## src/rtl/axi_rd_arbiter.sv

```systemverilog
// Read-channel arbiter sharing one AXI AR/R port between I and D requesters.
// Optional round-robin arbitration is enabled by defining ARB_RR_EN.
module axi_rd_arbiter #(
  parameter logic [2:0]  ARSIZE = 3'b010,
  parameter int unsigned WCNT_W = 3
) (
  input  logic        clk,
  input  logic        rst,
  input  logic [31:0] i_araddr,
  input  logic [7:0]  i_arlen,
  input  logic        i_arvalid,
  output logic        i_arready,
  output logic        i_rvalid,
  input  logic        i_rready,
  input  logic [31:0] d_araddr,
  input  logic [7:0]  d_arlen,
  input  logic        d_arvalid,
  output logic        d_arready,
  output logic        d_rvalid,
  input  logic        d_rready,
  output logic [31:0] araddr,
  output logic [7:0]  arlen,
  output logic [2:0]  arsize,
  output logic        arvalid,
  input  logic        arready,
  input  logic        rvalid,
  input  logic        rlast,
  output logic        rready,
  input  logic        awvalid,
  input  logic        awready,
  input  logic        bvalid,
  input  logic        bready
);

  localparam logic [2:0] IDLE = 3'd0;
  localparam logic [2:0] AR_I = 3'd1;
  localparam logic [2:0] AR_D = 3'd2;
  localparam logic [2:0] R_I  = 3'd3;
  localparam logic [2:0] R_D  = 3'd4;

  localparam logic [WCNT_W-1:0] WCNT_MAX = '1;

  logic [2:0]        state_q, state_d;
  logic [WCNT_W-1:0] wcnt_q, wcnt_d;
  logic              last_grant_q, last_grant_d;  // 1: D was granted last
  logic              d_ok, pick_d, aw_hs, b_hs;

  assign arsize = ARSIZE;
  assign aw_hs  = awvalid & awready;
  assign b_hs   = bvalid & bready;
  assign d_ok   = d_arvalid & (wcnt_q == '0);

`ifdef ARB_RR_EN
  assign pick_d = d_ok & ~(i_arvalid & last_grant_q);
`else
  assign pick_d = d_ok;
`endif

  always_comb begin
    wcnt_d = wcnt_q;
    if (aw_hs && !b_hs && wcnt_q != WCNT_MAX)
      wcnt_d = wcnt_q + WCNT_W'(1);
    else if (b_hs && !aw_hs && wcnt_q != '0)
      wcnt_d = wcnt_q - WCNT_W'(1);
  end

  always_comb begin
    state_d      = state_q;
    last_grant_d = last_grant_q;
    case (state_q)
      IDLE: begin
        if (pick_d)         state_d = AR_D;
        else if (i_arvalid) state_d = AR_I;
      end
      AR_I: if (i_arvalid && arready) begin
        state_d      = R_I;
        last_grant_d = 1'b0;
      end
      AR_D: if (d_arvalid && arready) begin
        state_d      = R_D;
        last_grant_d = 1'b1;
      end
      R_I: if (rvalid && i_rready && rlast) state_d = IDLE;
      R_D: if (rvalid && d_rready && rlast) state_d = IDLE;
      default: state_d = IDLE;
    endcase
  end

  // Outputs are forced low while rst is high so a mid-burst reset drops the bus at once.
  always_comb begin
    araddr    = '0;
    arlen     = '0;
    arvalid   = 1'b0;
    rready    = 1'b0;
    i_arready = 1'b0;
    d_arready = 1'b0;
    i_rvalid  = 1'b0;
    d_rvalid  = 1'b0;
    if (!rst) begin
      case (state_q)
        AR_I: begin
          araddr    = i_araddr;
          arlen     = i_arlen;
          arvalid   = i_arvalid;
          i_arready = arready;
        end
        AR_D: begin
          araddr    = d_araddr;
          arlen     = d_arlen;
          arvalid   = d_arvalid;
          d_arready = arready;
        end
        R_I: begin
          i_rvalid = rvalid;
          rready   = i_rready;
        end
        R_D: begin
          d_rvalid = rvalid;
          rready   = d_rready;
        end
        default: ;
      endcase
    end
  end

  always_ff @(posedge clk) begin
    if (rst) begin
      state_q      <= IDLE;
      wcnt_q       <= '0;
      last_grant_q <= 1'b0;
    end else begin
      state_q      <= state_d;
      wcnt_q       <= wcnt_d;
      last_grant_q <= last_grant_d;
    end
  end

endmodule

```

## config.mk

```make
export PLATFORM = sky130hd
export DESIGN_NAME = axi_rd_arbiter
export DESIGN_NICKNAME = d
export VERILOG_FILES = /design/src/rtl/axi_rd_arbiter.sv
export SDC_FILE = /design/constraint.sdc
export NUM_CORES = 1
export LEC_CHECK = 0
export ABC_AREA = 1
export CORE_MARGIN = 2
export CORE_UTILIZATION = 29
export DETAILED_ROUTE_END_ITERATION = 8
export PLACE_DENSITY_LB_ADDON = 0.15
export SYNTH_ARGS = -nofsm -noshare
export SYNTH_HDL_FRONTEND = slang
export SYNTH_SLANG_ARGS = --single-unit
```

## constraint.sdc

```tcl
create_clock -name clk -period 2.4 [get_ports clk]
set_clock_uncertainty 0.2 [all_clocks]
set_input_delay 0.24 -clock clk [delete_from_list [all_inputs] [get_ports clk]]
set_output_delay 0.24 -clock clk [all_outputs]
set_load 0.1 [all_outputs]
```

[Word level (Yosys, flattened, before mapping)]
Index checks and enable logic that the tools add are counted.
Word-level totals
  register bits after elaboration: 6
  bits in latches: 0
  memory bits (writable): 0
  ROM bits: 0
  input bits: 93
  output and inout bits: 49
  logic and storage cells: 59
  memories: 0
Operators by class
  add/sub/neg operators: 2
  multiply operators: 0
  divide/modulo/power cells: 0
  magnitude comparators: 0
  equality and inequality tests: 10
  shift-type cells: 0
  muxes and demuxes: 25
  bitwise operators: 3
  reductions and logical operators: 17
Operator list (count)
  case mux 32 bit (2 select lines): 1
  2-to-1 mux 32 bit: 1
  2-to-1 mux 3 bit: 8
  case mux 8 bit (2 select lines): 1
  case mux 3 bit (5 select lines): 1
  logical AND 1 bit: 10
  2-to-1 mux 1 bit: 10
  2-to-1 mux 8 bit: 1
  inequality test 2 bit, second input constant: 4
  == test 3 x 2 -> 1 bit, second input constant: 2
  logical NOT 3 bit: 2
  inequality test 3 bit, second input constant: 2
  AND reduction 5 bit: 1
  case mux 1 bit (2 select lines): 2
  adder 3 x 1 -> 3 bit, second input constant: 1
  bitwise AND 1 bit: 3
  == test 3 x 1 -> 1 bit, second input constant: 1
  == test 3 bit, second input constant: 1
  nonzero test 3 bit: 1
  subtractor 3 x 1 -> 3 bit, second input constant: 1
  logical NOT 1 bit: 2
  nonzero test 2 bit: 1

[Logic depth before layout (Yosys ltp)]
Gate-level depths: netlist of run 1.
  depth in word-level cells: 6
  mapped depth: 9
  gate-level depth less buffers: 9

[Worst setup path after synthesis of run 1]
OpenSTA, ideal clock, no wires.
  path type: register to output
  start point: register state_q[2]
  end point: output i_arready
  arrival: 3.353 ns
  setup slack: -1.393 ns
  cell stages (with the launch flop): 3
  path buffers: 1
  cells stage by stage: dfxtp_1 -> buf_6 -> nor4_1
On the way
  longest elaborated chain between the ends: 3
RTL lines
  start: declaration: line 43  | logic [2:0] state_q, state_d;
  start signal: assignment: line 132  | state_q <= state_d;
  == test 3 x 1 -> 1 bit
  2-to-1 mux 1 bit: line 100  | case (state_q)
  2-to-1 mux 1 bit: line 99  | if (!rst) begin
  end: declaration: line 12  | output logic i_arready,
Every way passes these cells.

[Worst setup path after layout of run 1]
  start point: register state_q[1]
  end point: output araddr[25]
On the way
  longest elaborated chain between the ends: 3
RTL lines
  == test 3 x 2 -> 1 bit / == test 3 x 1 -> 1 bit (equally long branches)
  case mux 32 bit (2 select lines) (*): line 100
  2-to-1 mux 32 bit (*): line 99
  end: declaration: line 21  | output logic [31:0] araddr,
Mark *: on every way between the ends. The rest lies on a longest branch, timed or not.

==> results of run 1 <==
## layer usage
| metal | routed length, microns | vias up | global-route usage (%) |
|---|---|---|---|
| li1 | - | 967 | - |
| met1 | 1960 | 852 | 25.9 |
| met2 | 3100 | 80 | 47.3 |
| met3 | 488 | 10 | 9.29 |
| met4 | 112 | 0 | 4.59 |
| met5 | 0 | - | 0 |
## worst reg2reg max path, cell delays in order, from the launching register on
cell and delay [ns]:
dfxtp_1 0.56, inv_1 0.15, nand3_1 0.12, nand2_1 0.06, nor2_1 0.26, nand3_1 0.12
nand2_1 0.08, nor2_1 0.04
## final cells by class
cell class / count / share of cell area [%]
clock buffers: 3 / 1.31
multi-input cells: 191 / 32.0
repair buffers: 143 / 60.0
flip-flops and latches: 6 / 3.94
inverters: 7 / 0.836
well taps: 48 / 1.91
## worst paths after layout
kind | from | end | slack, ns | cells after the start
max | state_q[1] | araddr[25] | 0.16 | 8
min | wcnt_q[2] | wcnt_q[2] | 0.34 | 2
max reg2reg | state_q[2] | state_q[0] | 0.70 | 7
min reg2reg | wcnt_q[2] | wcnt_q[2] | 0.34 | 2
## power breakdown
group	switching [mW]	leakage [nW]	internal [mW]
combinational	1.69	1.07	0.904
clock	0.0470	0.0216	0.108
sequential	0.0525	0.0501	0.129
## metrics by stage
stage / cell area, sq um / power, mW / TNS (ns) / cells
global placement: 3100 / 2.74 / 0 / 395
detailed placement: 3100 / 2.77 / 0 / 395
global route: 3140 / 3.06 / 0 / 398
CTS: 3140 / 2.94 / 0 / 398
finish: 3140 / 2.93 / 0 / 398
floorplan: 1280 / 1.89 / -0.275 / 222
## logic make-up after synthesis
logic type	synth area share, %
AND/OR/NAND/NOR	48.1
buffers and inverters	13.6
adder cells (fa/ha/maj)	1.74
flip-flops	10.5
other	0.655
AO/OA/AOI/OAI	25.4
## cells in the final DEF (no fill, tap or decap), drive strengths merged
cell,Yosys,layout
buf,15,52
nand3b,1,1
o21ai,1,1
nor4,1,1
a21oi,49,49
nand3,15,15
clkbuf,3,3
inv,7,7
nand4,1,1
fa,1,1
a21boi,1,1
nand2,103,103
conb,2,3
nor2,13,13
nor3,2,2
dfxtp,6,6
clkdlybuf4s50,0,91
## registers in the layout (all words and copies together), names as in the netlist
register	count
state_q	3
wcnt_q	3
==> run metrics, run 1 <==
Buf/Inv on CP 4; area taken by multi-input logic gates 1000 sq um; critical path's top delay family buffers and inverters; Synth Flop Type dfxtp_1; routed vias/inst 4.80; Inserted Clock Buffers 3; Skew-Pair Late Insertion Delay 0.23 ns; post-CTS resize count 0; Distinct cells, synth 22; final worst slack 0.162 ns; area grow syn2layout 174%; first-pass GRT wire length 8670 microns; # fillers 229; # DRC 0; grt ovf 0; final hold slack 0.345 ns; H-tree lvl count 1; worst-path fanout max 35; FMAX 447 MHz; Final ANT Viol Nets 0; CTS hold repair buffers 0; CP Cell Sequence inv_2 -> nor2_1 -> nand2_1 -> inv_2 -> buf_12 -> nand2_1 -> a21oi_2 -> buf_12; Final Critical Period 2.24 ns; DP Wirelength 4800 microns; WP data arrival 1.80 ns; max-cap violation count 0; synth top area cells nand2_1 34%, a21oi_1 17%, dfxtp_1 10%; #FFs+latches synth 6; Initial Utilization 30.6%; GP Congestion 0.972; Setup crit start kind flop; Reg clk slew, reported paths 0.04 ns; Core Footprint 3740 sq um; IO buf count 138; DIE HEIGHT 66.9 microns; total die area 4480 sq um; P per Cell Area 933 nW/um^2; Finished Core Util 84.0%; TritonCTS clock tree built; DIE WIDTH 66.9 microns; Setup CP Type flop to output pin; Async S/R FF share, synth 0%; Post-Synthesis Cells 221; 1st-pass router iterations 4; Sink Count 6; # diodes 0; Slowest cell on crit path dfxtp_4; Hold WC Path Type flop to flop; Net count, final 446; num rows 22; vias in the first global route 1965; Setup Viol. Count Final 0; initial antenna violation count 0; largest area contributor in the netlist nand2_1; Tcrit/Tclk final 93.3%; worst IR drop on VDD 0.000541 V; critical path endpoint category output pin; CP required 1.96 ns; synthesized area per cell 5.19 sq um; count leader, synth nand2_1; Synth Cell Area 1150 sq um; pin count of the biggest net entering global routing 36; IO Count 142; Pleak 1.14 nW; vias 1909; Place WS 0.306 ns; drt initial violations 160; CTS Root Cell clkbuf_8; sequential cell area fraction in the yosys report 10.5%; status finished, final reports clean; Worst path max stage delay 0.40 ns; Post CTS Setup Buffer Count 0; Total GRT Usage 24.9%; area share of the largest cell type after synthesis 33.7%; Routed WL 5660 microns; final hold vios 0; layout cells sized above 1 29.4%; Yosys warnings 0; RSZ-0062 raised after global routing false; CTS Buffer Depth 2; Seq. cell area 124 sq um; commonest cells in the netlist 103 x nand2_1, 40 x a21oi_1, 15 x nand3_1; EDFF count, synth 0; Routed WL per cell 14.2 microns; Max Slew Vio Count 0
Note: power is estimated with default switching activity, not from simulation.
==> inputs of run 2 (changes only) <==
--- a/config.mk
+++ b/config.mk
@@ -9,7 +9,8 @@
 export CORE_MARGIN = 2
 export CORE_UTILIZATION = 29
 export DETAILED_ROUTE_END_ITERATION = 8
-export PLACE_DENSITY_LB_ADDON = 0.15
+export PLACE_DENSITY_LB_ADDON = 0.05
+export SLEW_MARGIN = 20
 export SYNTH_ARGS = -nofsm -noshare
 export SYNTH_HDL_FRONTEND = slang
 export SYNTH_SLANG_ARGS = --single-unit
==> run 2 against run 1 <==
Compared with the run above: largest power group unchanged; global-route usage about the same; die area is the same; hold slack got worse by 0.12 ns.
==> run metrics, run 2 (synthesis results as in run 1) <==
RSZ-0062 raised after global routing false; biggest regs state_q: 3 flops, wcnt_q: 3 flops; final worst slack 0.164 ns (+0.00221 ns); H-tree lvl count 1 (unchanged); worst IR drop on VDD 0.000461 V (-15%); Hold WC Path Type primary input to flop; Reg clk slew, reported paths 0.04 ns (about the same); Buf/Inv on CP 4 (unchanged); Setup CP Type flop to output pin; Initial Utilization 30.6% (unchanged); Slowest cell on crit path dfxtp_1; area grow syn2layout 175%; worst r2r src state_q[2]; 1st-pass router iterations 4 (unchanged); worst-path fanout max 33 (-5.7%); grt ovf 0 (unchanged); GP Congestion 0.864 (-11%); Final Critical Period 2.24 ns (-0.00221 ns); Net count, final 445 (-0.22%); drt initial violations 133 (-17%); Total GRT Usage 24.9% (about the same); Sink Count 6 (unchanged); # diodes 0 (unchanged); DIE WIDTH 66.9 microns (unchanged); hold path startpoint rst; initial antenna violation count 0 (unchanged); max-cap violation count 0 (unchanged); TritonCTS clock tree built; Final ANT Viol Nets 0 (unchanged); layout cells sized above 1 28.9% (-0.49 points); Tcrit/Tclk final 93.2% (about the same); Routed WL per cell 13.9 microns (-1.9%); # DRC 0 (unchanged); DP Wirelength 4640 microns (-3.4%); total die area 4480 sq um (unchanged); final hold vios 0 (unchanged); Pleak 1.14 nW (+0.22%); Place WS 0.368 ns (+0.0619 ns); most frequent cells in the layout 103 x nand2_1, 91 x clkdlybuf4s50_1, 49 x buf_12; critical path endpoint category output pin; CTS Buffer Depth 2 (unchanged); CP startpoint state_q[2]; num rows 22 (unchanged); CTS Root Cell clkbuf_8; most common cell after layout, fill and taps aside nand2_1; IO buf count 138 (unchanged); CP Cell Sequence inv_1 -> nand2_1 -> inv_2 -> buf_12 -> nand2_1 -> a21oi_2 -> buf_12; critical path's top delay family buffers and inverters; P per Cell Area 937 nW/um^2 (+0.48%); Core Footprint 3740 sq um (unchanged); Max Slew Vio Count 0 (unchanged); CP required 1.96 ns (about the same); Post CTS Setup Buffer Count 0 (unchanged); Setup Viol. Count Final 0 (unchanged); vias in the first global route 1951 (-0.71%); FMAX 447 MHz (about the same); routed vias/inst 4.95 (+3.1%); Total Power 2.96 mW (+0.92%); Skew-Pair Late Insertion Delay 0.23 ns (about the same); Setup crit start kind flop; first-pass GRT wire length 8620 microns (-0.63%); Inserted Clock Buffers 3 (unchanged); Routed WL 5540 microns (-2.2%); pin count of the biggest net entering global routing 43 (+19%); Worst path max stage delay 0.42 ns (+0.02 ns); DIE HEIGHT 66.9 microns (unchanged); post-CTS resize count 0 (unchanged); IO Count 142 (unchanged); status finished, final reports clean; CTS hold repair buffers 0 (unchanged); vias 1964 (+2.9%); WP data arrival 1.80 ns (about the same)
-- run 2: cell count changes in the layout (fill, tap and decap cells not counted), sizes merged --
| cell | previous run | this run |
|---|---|---|
| buf | 52 | 51 |
-- run 2: metal layers --
metal | routed length, microns | up-vias | global-route usage [%]
li1 | - | 967 | -
met1 | 1910 | 894 | 24.4
met2 | 3150 | 94 | 51.4
met3 | 405 | 9 | 5.57
met4 | 63 | 0 | 5.61
met5 | 0 | - | 0
-- run 2: cell type report --
type | instances | area [sq um]
multi-input combinational | 191 | 1000
clock buffer | 3 | 41.3
fill | 224 | 587
tap | 48 | 60.1
sequential | 6 | 120
timing repair buffer | 142 | 1900
inverter | 7 | 26.3
-- run 2: power breakdown --
group	internal [mW]	switching, mW
clock network	0.108	0.0496
registers	0.125	0.0398
logic	0.923	1.71
total	1.16	1.80
-- run 2: worst paths after layout --
path	slack, ns	depth (start not counted)	to
min reg2reg	0.34	2	wcnt_q[2]
min	0.23	2	state_q[2]
max reg2reg	0.70	7	state_q[0]
max	0.16	7	araddr[9]
-- run 2: stage by stage --
step	std cells	setup TNS, ns	cell area [sq um]	utilization (%)	hold WS, ns
floorplan	222	-0.275	1280	-	0.228
global placement	394	0	3120	83.2	0.324
detailed placement	394	0	3120	83.2	0.332
CTS	397	0	3160	84.3	0.218
global route	397	0	3160	84.3	0.237
finish	397	0	3160	84.3	0.228
==> inputs of run 3 (changes only) <==
--- a/config.mk
+++ b/config.mk
@@ -6,9 +6,11 @@
 export NUM_CORES = 1
 export LEC_CHECK = 0
 export ABC_AREA = 1
-export CORE_MARGIN = 2
-export CORE_UTILIZATION = 29
+export CAP_MARGIN = 20
+export CORE_AREA = 2 2 54 56
 export DETAILED_ROUTE_END_ITERATION = 8
+export DIE_AREA = 0 0 56 58
+export DONT_BUFFER_PORTS = 1
 export PLACE_DENSITY_LB_ADDON = 0.05
 export SLEW_MARGIN = 20
 export SYNTH_ARGS = -nofsm -noshare
==> run 3 against run 2 <==
Compared with the run above: setup slack worse by 0.017 ns; fmax shrank 0.77%; die area shrank 27%; first-iteration DRC count down 6.8%; combinational power is 7% lower; hold slack got worse by 0.17 ns; critical path type unchanged; largest cell class is now multi-input combinational cells.
==> run metrics, run 3 (synthesis results as in run 1) <==
status finished, final reports clean; sw frac 64.6% (+3.7 points); Skew-Pair Late Insertion Delay 0.25 ns (+0.02 ns); vias 1624 (-17%); Pleak 0.758 nW (-34%); CP startpoint state_q[2]; sequential group share of total power 6.1% (+0.5 points); met3 wire len 389 microns (-4.0%); CP required 1.96 ns (about the same); RSZ-0062 raised after global routing false; DIE WIDTH 56 microns (-16%); CP Capture Point araddr[21]; final hold vios 0 (unchanged); FMAX 444 MHz (-0.77%); Final Critical Period 2.25 ns (+0.0174 ns); Switch Pwr 1.75 mW (-2.9%); max-cap violation count 0 (unchanged); Setup CP Type flop to output pin; highest routed metal layer met4; IO Count 142 (unchanged); CP Cell Sequence inv_1 -> nand2_1 -> inv_4 -> buf_12 -> nand2_1 -> a21oi_2 -> buf_12; DIE HEIGHT 58 microns (-13%); num rows 19 (-14%); R2R depth 7 (unchanged); Max Slew Vio Count 0 (unchanged); Post CTS Setup Buffer Count 0 (unchanged); Final ANT Viol Nets 0 (unchanged); worst r2r dst state_q[0]; critical path endpoint category output pin; Reg clk slew, reported paths 0.05 ns (about the same); CTS Root Cell clkbuf_4; Hold WC Path Type primary input to flop; Routed WL 4680 microns (-15%); layout cells sized above 1 39.9% (+11 points); Hold Crit Depth 3 (+1); Buf/Inv on CP 4 (unchanged); drt initial violations 124 (-6.8%); P_int 959 uW (-17%); pin count of the biggest net entering global routing 47 (+9.3%); most frequent cells in the layout 103 x nand2_1, 42 x a21oi_2, 42 x buf_12; Gate power share 90.3% (+1.2 points); Total GRT Usage 27.3% (+2.4 points); H-tree lvl count 1 (unchanged); # DRC 0 (unchanged); Met1 Routed Length 1620 microns (-15%); TritonCTS clock tree built; P per Cell Area 1260 nW/um^2 (+35%); setup tns final 0 ns (unchanged); Routed WL per cell 16.2 microns (+16%); most common cell after layout, fill and taps aside nand2_1; Worst path max stage delay 0.42 ns (about the same); Slowest cell on crit path dfxtp_1; Sink Count 6 (unchanged); met2 wire length 2550 microns (-19%); R2R setup slack 0.69 ns (about the same); IO buf count 0 (-100%); GP Congestion 0.850 (-1.6%); first-pass GRT wire length 7220 microns (-16%); Total Power 2.71 mW (-8.4%); placed cells 285 (-28%); Clock Power Share 3.6% (-1.7 points); DP Wirelength 3840 microns (-17%); Net count, final 354 (-20%); Setup crit start kind flop; Setup Viol. Count Final 0 (unchanged); number of cells on the critical path 7 (unchanged); 1st-pass router iterations 5 (+1); worst r2r src state_q[2]; biggest regs state_q: 3 flops, wcnt_q: 3 flops; area grow syn2layout 87.0%; vias in the first global route 1632 (-16%); Core Footprint 2660 sq um (-29%); critical path's top delay family buffers and inverters; total die area 3250 sq um (-27%); # diodes 0 (unchanged); Inserted Clock Buffers 3 (unchanged); CTS Buffer Depth 2 (unchanged); WP data arrival 1.81 ns (about the same); worst IR drop on VDD 0.000964 V (+110%); Tcrit/Tclk final 93.9% (+0.73 points); non-filler cells, final 289 (-27%); routed vias/inst 5.62 (+14%); initial antenna violation count 0 (unchanged); grt ovf 0 (unchanged); Initial Utilization 43.1% (+12 points); worst-path fanout max 27 (-18%)
==> run 3: repair_timing <==
action                                  4_1_cts  5_1_grt
hold endpoints to repair                      2        0
hold buffers                                  1        0
gates resized for setup                       0        2
endpoints found under the setup margin        0       24
==> run 3: power groups by stage <==
stage / clock network [mW] / logic, mW / registers (mW)
after floorplan: 0 / 1.75 / 0.147
after global placement: 0 / 2.38 / 0.161
after detailed placement: 0 / 2.44 / 0.167
after CTS: 0.0986 / 2.44 / 0.165
after global routing: 0.101 / 2.55 / 0.170
final: 0.0985 / 2.45 / 0.165
==> run 3: worst register-to-register path: stages (launching register included) <==
cell and delay (ns):
dfxtp_1 0.56, inv_1 0.15, nand3_1 0.12, nand2_1 0.07, nor2_1 0.26, nand3_1 0.13, nand2_1 0.08, nor2_1 0.04
==> run 3: through the flow <==
stage	utilization [%]	hold slack [ns]	setup slack, ns	area, sq um
floorplan	-	0.228	-0.232	1280
global placement	79.1	0.115	0.464	2110
detailed placement	79.1	0.122	0.355	2110
CTS	80.4	0.0134	0.0814	2140
global route	80.6	0.0613	0.0224	2150
finish	80.6	0.0555	0.147	2150
==> run 3: how the worst min path moves through the flow <==
stage,from,end,slack [ns]
6_report,rst,wcnt_q[2],0.06
3_5_place_dp,rst,state_q[2],0.12
4_1_cts,rst,wcnt_q[2],0.01
2_1_floorplan,rst,state_q[1],0.23
3_3_place_gp,rst,wcnt_q[1],0.11
5_1_grt,rst,state_q[1],0.06
==> run 3: final cells by class <==
class,count,area (sq um)
timing repair buffer,51,915
tap,31,38.8
multi-input combinational,191,1020
inverter,7,28.8
sequential,6,120
fill,180,517
clock buffer,3,22.5
==> run 3: routing by layer <==
layer / track usage, % / up-vias
met5: 0 / -
met4: 8.50 / 0
met3: 7.14 / 15
met2: 51.4 / 90
met1: 29.8 / 735
li1: - / 784
